**config.mk**
```make
export PLATFORM = sky130hd
export DESIGN_NAME = mux_rr_arbiter_2to1_flat
export DESIGN_NICKNAME = d
export VERILOG_FILES = /design/src/rtl/mux_rr_arbiter_2to1_if.sv /design/src/rtl/mux_rr_arbiter_2to1.sv /design/src/flat_wrapper.sv
export SDC_FILE = /design/constraint.sdc
export NUM_CORES = 1
export LEC_CHECK = 0
export ABC_AREA = 1
export ABC_CLOCK_PERIOD_IN_PS = 1150
export CAP_MARGIN = 20
export CORE_AREA = 4 4 41 43
export CTS_BUF_LIST = sky130_fd_sc_hd__clkbuf_8
export DETAILED_ROUTE_END_ITERATION = 10
export DIE_AREA = 0 0 45 47
export SYNTH_ARGS = -nofsm -noshare
export SYNTH_HDL_FRONTEND = slang
export SYNTH_SLANG_ARGS = --single-unit
```
**constraint.sdc**
```tcl
create_clock -name clk -period 1.15 [get_ports clk]
set_input_delay 0.23 -clock clk [delete_from_list [all_inputs] [get_ports clk]]
set_output_delay 0.23 -clock clk [all_outputs]
set_load 0.1 [all_outputs]
```
**src/rtl/mux_rr_arbiter_2to1_if.sv**
```systemverilog
// Handshake bundle for mux_rr_arbiter_2to1.
//   a_valid/a_data/a_ready : requester a (valid/ready)
//   b_valid/b_data/b_ready : requester b (valid/ready)
//   y_valid/y_data/y_src/y_ready : output register handshake, y_src 0=a 1=b
// master : requester/downstream side (drives valids, data, y_ready)
// slave  : arbiter side (drives readies and y_*)
interface mux_rr_arbiter_2to1_if #(
   parameter int WIDTH = 4
);
   logic             a_valid;
   logic [WIDTH-1:0] a_data;
   logic             a_ready;
   logic             b_valid;
   logic [WIDTH-1:0] b_data;
   logic             b_ready;
   logic             y_valid;
   logic [WIDTH-1:0] y_data;
   logic             y_src;
   logic             y_ready;

   modport master (
      output a_valid, a_data, b_valid, b_data, y_ready,
      input  a_ready, b_ready, y_valid, y_data, y_src
   );

   modport slave (
      input  a_valid, a_data, b_valid, b_data, y_ready,
      output a_ready, b_ready, y_valid, y_data, y_src
   );
endinterface

```
**src/rtl/mux_rr_arbiter_2to1.sv**
```systemverilog
// Round-robin 2:1 arbiter feeding a one-entry output register.
// Ports:
//   clk : system clock, rising edge
//   rst : synchronous active-high reset
//   bus : mux_rr_arbiter_2to1_if.slave -- requester a/b handshakes and the
//         y output handshake (y_src 0 = a, 1 = b)
//
// state | meaning
// EMPTY | output register holds no word
// FULL  | output register holds a word (y_valid = 1)
module mux_rr_arbiter_2to1 #(
   parameter int WIDTH = 4
) (
   input  logic                  clk,
   input  logic                  rst,
   mux_rr_arbiter_2to1_if.slave  bus
);

   typedef enum logic {EMPTY = 1'b0, FULL = 1'b1} state_t;

   state_t           state_q, state_d;
   logic             last_q, last_d;      // last served id: 0 = a, 1 = b
   logic [WIDTH-1:0] y_data_q, y_data_d;
   logic             y_src_q, y_src_d;
   logic             load;
   logic             grant_a, grant_b;

   always_ff @(posedge clk) begin
      if (rst) begin
         state_q  <= EMPTY;
         last_q   <= 1'b1;
         y_data_q <= '0;
         y_src_q  <= 1'b0;
      end else begin
         state_q  <= state_d;
         last_q   <= last_d;
         y_data_q <= y_data_d;
         y_src_q  <= y_src_d;
      end
   end

   always_comb begin
      grant_a  = 1'b0;
      grant_b  = 1'b0;
      state_d  = state_q;
      last_d   = last_q;
      y_data_d = y_data_q;
      y_src_d  = y_src_q;

      // The register can take a word when empty or when its word leaves now.
      load = (state_q == EMPTY) | ((state_q == FULL) & bus.y_ready);

      // Readies are gated by rst so nothing is accepted during reset.
      if (!rst && load) begin
         if (bus.a_valid && (!bus.b_valid || last_q))
            grant_a = 1'b1;
         else if (bus.b_valid)
            grant_b = 1'b1;
      end

      if (grant_a) begin
         state_d  = FULL;
         y_data_d = bus.a_data;
         y_src_d  = 1'b0;
         last_d   = 1'b0;
      end else if (grant_b) begin
         state_d  = FULL;
         y_data_d = bus.b_data;
         y_src_d  = 1'b1;
         last_d   = 1'b1;
      end else if (load) begin
         // Drained (or stayed empty) with no replacement; data/src hold.
         state_d = EMPTY;
      end
   end

   assign bus.a_ready = grant_a;
   assign bus.b_ready = grant_b;
   assign bus.y_valid = (state_q == FULL);
   assign bus.y_data  = y_data_q;
   assign bus.y_src   = y_src_q;

endmodule

```
**src/flat_wrapper.sv**
```systemverilog
// flat-port wrapper written by rule: the top's interface ports become plain ports
module mux_rr_arbiter_2to1_flat 
#(
   parameter int WIDTH = 4
)
  (clk, rst, bus_a_valid, bus_a_data, bus_b_valid, bus_b_data, bus_y_ready, bus_a_ready, bus_b_ready, bus_y_valid, bus_y_data, bus_y_src);
  mux_rr_arbiter_2to1_if #(.WIDTH(WIDTH)) bus_i ();
  input  logic clk;
  input  logic rst;
  input wire logic [$bits(bus_i.a_valid)-1:0] bus_a_valid;
  input wire logic [$bits(bus_i.a_data)-1:0] bus_a_data;
  input wire logic [$bits(bus_i.b_valid)-1:0] bus_b_valid;
  input wire logic [$bits(bus_i.b_data)-1:0] bus_b_data;
  input wire logic [$bits(bus_i.y_ready)-1:0] bus_y_ready;
  output wire logic [$bits(bus_i.a_ready)-1:0] bus_a_ready;
  output wire logic [$bits(bus_i.b_ready)-1:0] bus_b_ready;
  output wire logic [$bits(bus_i.y_valid)-1:0] bus_y_valid;
  output wire logic [$bits(bus_i.y_data)-1:0] bus_y_data;
  output wire logic [$bits(bus_i.y_src)-1:0] bus_y_src;
  assign bus_i.a_valid = bus_a_valid;
  assign bus_i.a_data = bus_a_data;
  assign bus_i.b_valid = bus_b_valid;
  assign bus_i.b_data = bus_b_data;
  assign bus_i.y_ready = bus_y_ready;
  assign bus_a_ready = bus_i.a_ready;
  assign bus_b_ready = bus_i.b_ready;
  assign bus_y_valid = bus_i.y_valid;
  assign bus_y_data = bus_i.y_data;
  assign bus_y_src = bus_i.y_src;
  mux_rr_arbiter_2to1 #(.WIDTH(WIDTH)) u_core (.clk(clk), .rst(rst), .bus(bus_i));
endmodule
```
; ---- Yosys cells after proc, flatten, opt, wreduce, memory -nomap -nowiden
; Cells that the tools add are included.
[totals]
inputBits = 13
output_inout_bits = 8
regBits = 7
word_cells = 27
[op_classes]
bitwise_logic = 3
n_mux = 12
n_reduce_logical = 8
[op_table]
columns = op, n
row1 = two-way mux 1 bit, 10
row2 = two-way mux 4 bit, 2
row3 = nonzero test 3 bit, 1
row4 = logical AND 1 bit, 2
row5 = logical NOT 1 bit, 2
row6 = nonzero test 2 bit, 1
row7 = OR reduction 2 bit, 1
row8 = AND 1 bit, 1
row9 = logical OR 1 bit, 1
row10 = NOT 1 bit, 1
row11 = OR 1 bit, 1

; ---- Depth between registers and ports, before layout
; Gate-level depths: netlist (run 1).
[depth]
ltp_word = 7
depth_mapped = 7
depth_no_buf = 7

; ---- Least setup slack after synthesis (run 1)
; OpenSTA, ideal clock, no wires.
[synth_path]
kind = register to register
from = register u_core.state_q (netlist: u_core.bus.y_valid)
to = register u_core.y_data_q[0] (netlist: u_core.bus.y_data[0])
t_arrival_ps = 2101
path_buffers = 0
stages_incl_launch_ff = 7
setup_time_ps = 112
synth_period_minus_slack_ps = 2214
required_time_ps = 1038
slack_ps = -1064
path_cell_list = dfxtp_1 -> nand2_1 -> nand2_1 -> nor2_2 -> nor2_2 -> nor2_1 -> nor2_1
[synth_between]
elab_chain_cells = 5
elab_cells_between_ends = 8
classes_between = mux: 3 / bitwise: 3 / reduce/logical: 2
[synth_lines]
columns = element, line_no
row1 = from (decl), mux_rr_arbiter_2to1.sv:21  ; state_t state_q, state_d;
row2 = from (signal assigned), mux_rr_arbiter_2to1.sv:35  ; state_q <= state_d;
row3 = AND 1 bit / NOT 1 bit (equally long branches), mux_rr_arbiter_2to1.sv:51  ; load = (state_q == EMPTY) | ((state_q == FULL) & bus.y_ready);
row4 = OR 1 bit *, mux_rr_arbiter_2to1.sv:51
row5 = logical AND 1 bit *, mux_rr_arbiter_2to1.sv:54  ; if (!rst && load) begin
row6 = two-way mux 1 bit *, mux_rr_arbiter_2to1.sv:54
row7 = via bus_a_ready, flat_wrapper.sv:15  ; output wire logic [$bits(bus_i.a_ready)-1:0] bus_a_ready;
row8 = two-way mux 4 bit / nonzero test 2 bit (equally long branches), n/a
row9 = to (signal assigned), mux_rr_arbiter_2to1.sv:37  ; y_data_q <= y_data_d;
row10 = to (decl), mux_rr_arbiter_2to1.sv:23  ; logic [WIDTH-1:0] y_data_q, y_data_d;
; Mark *: on every way through the listed nets, which the timed path passes. The rest lies on a longest branch.
; A chain may end at the register's enable or synchronous reset.

; ---- Worst setup path after layout (run 1)
[layout_path]
from = register u_core.state_q (netlist: u_core.bus.y_valid)
to = output bus_b_ready
[layout_between]
elab_chain_cells = 4
elab_cells_between_ends = 5
classes_between = mux: 1 / bitwise: 3 / reduce/logical: 1
[layout_lines]
columns = element, line_no
row1 = AND 1 bit / NOT 1 bit (equally long branches), mux_rr_arbiter_2to1.sv:51
row2 = OR 1 bit *, mux_rr_arbiter_2to1.sv:51
row3 = logical AND 1 bit *, mux_rr_arbiter_2to1.sv:54
row4 = two-way mux 1 bit *, mux_rr_arbiter_2to1.sv:54
row5 = to (decl), flat_wrapper.sv:16  ; output wire logic [$bits(bus_i.b_ready)-1:0] bus_b_ready;
; Every way passes the cells marked *; elsewhere a longest branch is shown, timed or not.

==> results of run 1 <==
## final cells by class
class                   count  area share (%)
multi-input cells          43           32.02
repair buffers             30           40.94
well taps                  15           2.193
flip-flops and latches      7           16.96
clock inverters             1          0.4386
inverters                   5           2.632
clock buffers               3           4.825
## worst paths after layout
path	slack, ps	startpoint	end
setup / recovery	-200	u_core.bus.y_valid	bus_b_ready
hold / removal	410	rst	u_core.bus.y_valid
setup reg to reg	0	u_core.bus.y_valid	u_core.bus.y_data[2]
hold reg to reg	520	u_core.bus.y_valid	u_core.bus.y_valid
## Yosys cell counts, drive strengths merged
master  number
nand2       17
o211a        1
a21boi       1
nand3b       4
dfxtp        7
nand3        4
inv          5
a31oi        1
o21ai        1
a21oi        2
nor2        11
## cells in the final DEF, fill, tap and decap left out, types with 2 or more instances in the layout
master           synthesis  routed
nand2_1                 16      14
buf_4                    0      10
nor2_1                   9       8
clkdlybuf4s50_1          0       8
buf_12                   0       8
dfxtp_1                  7       5
nand3b_1                 4       4
nand3_1                  4       4
dlygate4sd2_1            0       4
inv_2                    2       3
nor2_4                   0       3
clkbuf_8                 0       3
nand2_4                  0       2
nand2_2                  1       2
inv_1                    3       2
## state kept, by name (all words and copies together) (netlist names)
signal	flops
u_core.bus.y_src	1
u_core.last_q	1
u_core.bus.y_data	4
u_core.bus.y_valid	1
## worst reg2reg max path, delay by kind of cell (launching register included)
kind                   cells  cell delay [ps]
AND/OR/NAND/NOR            5              380
AO/OA/AOI/OAI              1              170
flip-flops                 1              340
buffers and inverters      1              150
## power by group
group	total, mW	internal (mW)	switching [mW]
registers	0.291	0.268	0.0227
logic	0.483	0.196	0.287
clock network	0.346	0.231	0.114
total	1.12	0.696	0.424
## what timing repair did
item                       in CTS  in global routing
pin swaps                       7                  1
setup endpoints to repair       8                  6
setup buffers                   4                  1
gates resized for setup         7                  0
gates cloned                    1                  0
hold endpoints to repair        0                  0
## routing by layer
| metal | vias to the layer above | wire length [um] | share of wire, % |
|---|---|---|---|
| met5 | - | 0 | 0 |
| met4 | 0 | 13 | 1.1 |
| met3 | 2 | 91 | 7.4 |
| met2 | 20 | 592 | 48 |
| met1 | 212 | 532 | 43 |
| li1 | 243 | - | - |
## kinds of logic (layout without fill, tap and decap cells)
group	count (synthesis)	count (layout)
DFF	7	7
buffers and inverters	5	39
AOI/OAI and AO/OA	6	6
and+or+nand+nor	36	37
## metrics by stage
| step | total power, mW | instances | setup slack (ps) |
|---|---|---|---|
| finish | 1.119 | 104 | -200.5 |
| global route | 1.170 | 104 | -260.8 |
| CTS | 1.119 | 103 | -224.0 |
| detailed placement | 0.7550 | 94 | -427.8 |
| global placement | 0.7527 | 94 | -419.9 |
| floorplan | 0.5658 | 54 | -337.5 |
==> flow_summary_export.csv, run 1 <==
group,metric,value,unit
global_routing,grt_pass1_vias,523,
clock_network,clock-root-buffer,"clkbuf_8",
worst_hold_path,whs_path_depth,2,
status,violations,"negative setup slack",
synthesis,yosys-top-cells-area,"dfxtp_1 37%, nand2_1 16%, nor2_1 8.9%, nand3b_1 7.9%, nand3_1 5.3%",
place,io_buffers,20,
sta,whs,406.9,ps
global_routing,use_met3,4.598,%
synthesis,syn_avg_cell_area,7.021,um2
place,gp_congestion,0.6874,
sta,worst_pin_slew,183.6,ps
synthesis,ys_types,15,
clock_network,h-tree-depth,1,
drt,drtAntennaViolNets,0,
setup_path,cp.depth,6,
drt,routed_wl,1229,um
global_routing,grt_max_degree,7,
clock_network,cts_num_sinks,7,
setup_path,crit_path_end_kind,"output port",
floorplanning,die_area,0.002115,mm2
sta,setup_violations,2,
synthesis,synthMuxAreaShare,0,%
pwr,power.leakage,0.4067,nW
setup_path,worst_setup_path_start_kind,"flip-flop",
global_routing,antenna_found_initial,0,
layout,num_antenna_cells,0,
setup_path,reg2reg_depth,7,
synthesis,syn_area,379.1,um2
sta,final.setup.tns,-317.4,ps
pwr,max-vdd-ir-drop,0.0006972,V
place,placed_area,759.5,um2
sta,slew_viol_final,0,
clock_network,holdBufCountCts,0,
clock_network,cts_tree,"yes",
clock_network,worstSkewPairLatency,230,ps
global_routing,grt_pass1_wl,2111,um
sta,fmax,740.5,MHz
synthesis,ys.warnings.count,0,
layout,regArea,145.1,um2
sta,hold_viol_final,0,
synthesis,synth_compound_area_share,15.18,%
setup_path,cpLargestDelayFamily,"flip-flops",
place,hpwl,845.4,um
setup_path,slowest_delay,340,ps
synthesis,synthAdderAreaFrac,0,%
sta,rsz0062_at_grt,"yes",
sta,fin_crit,1351,ps
floorplanning,start_util,29.13,%
setup_path,slowest_stage,"dfxtp_4",
setup_path,critPathMostFrequentCell,"nand2_4",
layout,fin_area,855.8,um2
global_routing,overflow,0,
drt,post_drt_wl_per_cell,11.82,um
status,status,"complete, but fails checks",
global_routing,grt_busiest_layer,"met2",
layout,final_core_util,65.77,%
drt,first_pass_iters,4,
setup_path,path_cells,"nand2_4 > nand2_4 > nor2_4 > nand2_2 > clkinvlp_4 > buf_12",
drt,drc,0,
sta,slew_headroom,87.76,%
global_routing,grtUsageMet2,23.73,%
floorplanning,coreArea,0.001301,mm2
synthesis,yosysSeqAreaShare,36.96,%
layout,area_growth_syn_to_layout,125.7,%
setup_path,critical_path.max_fanout,2,
synthesis,yosys.area.top_type,"dfxtp_1",
run,cap_violations,0,
synthesis,syn_inst,54,
pwr,p_per_area,1308,mW/mm2
synthesis,synth-xor-area-share,0,%
sta,fin_skew,1.425,ps
setup_path,cp_num_buf_inv,2,
layout,nets,103,
floorplanning,die_h,47,um
global_routing,grt_usage,14.01,%
floorplanning,io_pins,21,
sta,finalCritPeriodShare,117.4,%
layout,layout-drive-gt1-share,41.57,%
synthesis,synth_top_family_by_area,"simple AND/OR/NAND/NOR gates",
global_routing,gr-usage-met1,15.79,%
floorplanning,num_rows,13,
clock_network,clk_pin_slew,40,ps
synthesis,synth-simple-area-share,42.90,%
floorplanning,die_w,45,um
setup_path,crit_type,"reg -> out",
synthesis,ys_ff_latch,7,
drt,drt_iter0_markers,7,
layout,multi_input_area,274.0,um2
setup_path,critPathArrivalTime,1120,ps
sta,setup_slack,-200.5,ps
synthesis,syn_nets,67,
setup_path,cp.required,920,ps
clock_network,cts_buffer_depth,2,
clock_network,cts_buffers,3,
worst_hold_path,min_path_type,"in -> reg",
drt,viasPerCell,4.587,
drt,vias,477,
synthesis,synth_top_area_share,36.96,%
layout,fillCellCount,115,
Power figures use the tool's default switching activity.
==> run 2, diff against run 1 <==
--- a/config.mk
+++ b/config.mk
@@ -10,6 +10,7 @@
 export CAP_MARGIN = 20
 export CORE_AREA = 4 4 41 43
 export CTS_BUF_LIST = sky130_fd_sc_hd__clkbuf_8
+export CTS_CLUSTER_SIZE = 16
 export DETAILED_ROUTE_END_ITERATION = 10
 export DIE_AREA = 0 0 45 47
 export SYNTH_ARGS = -nofsm -noshare
==> results of run 2 <==
The final DEF is identical to that of run 1; final timing and power are the same.
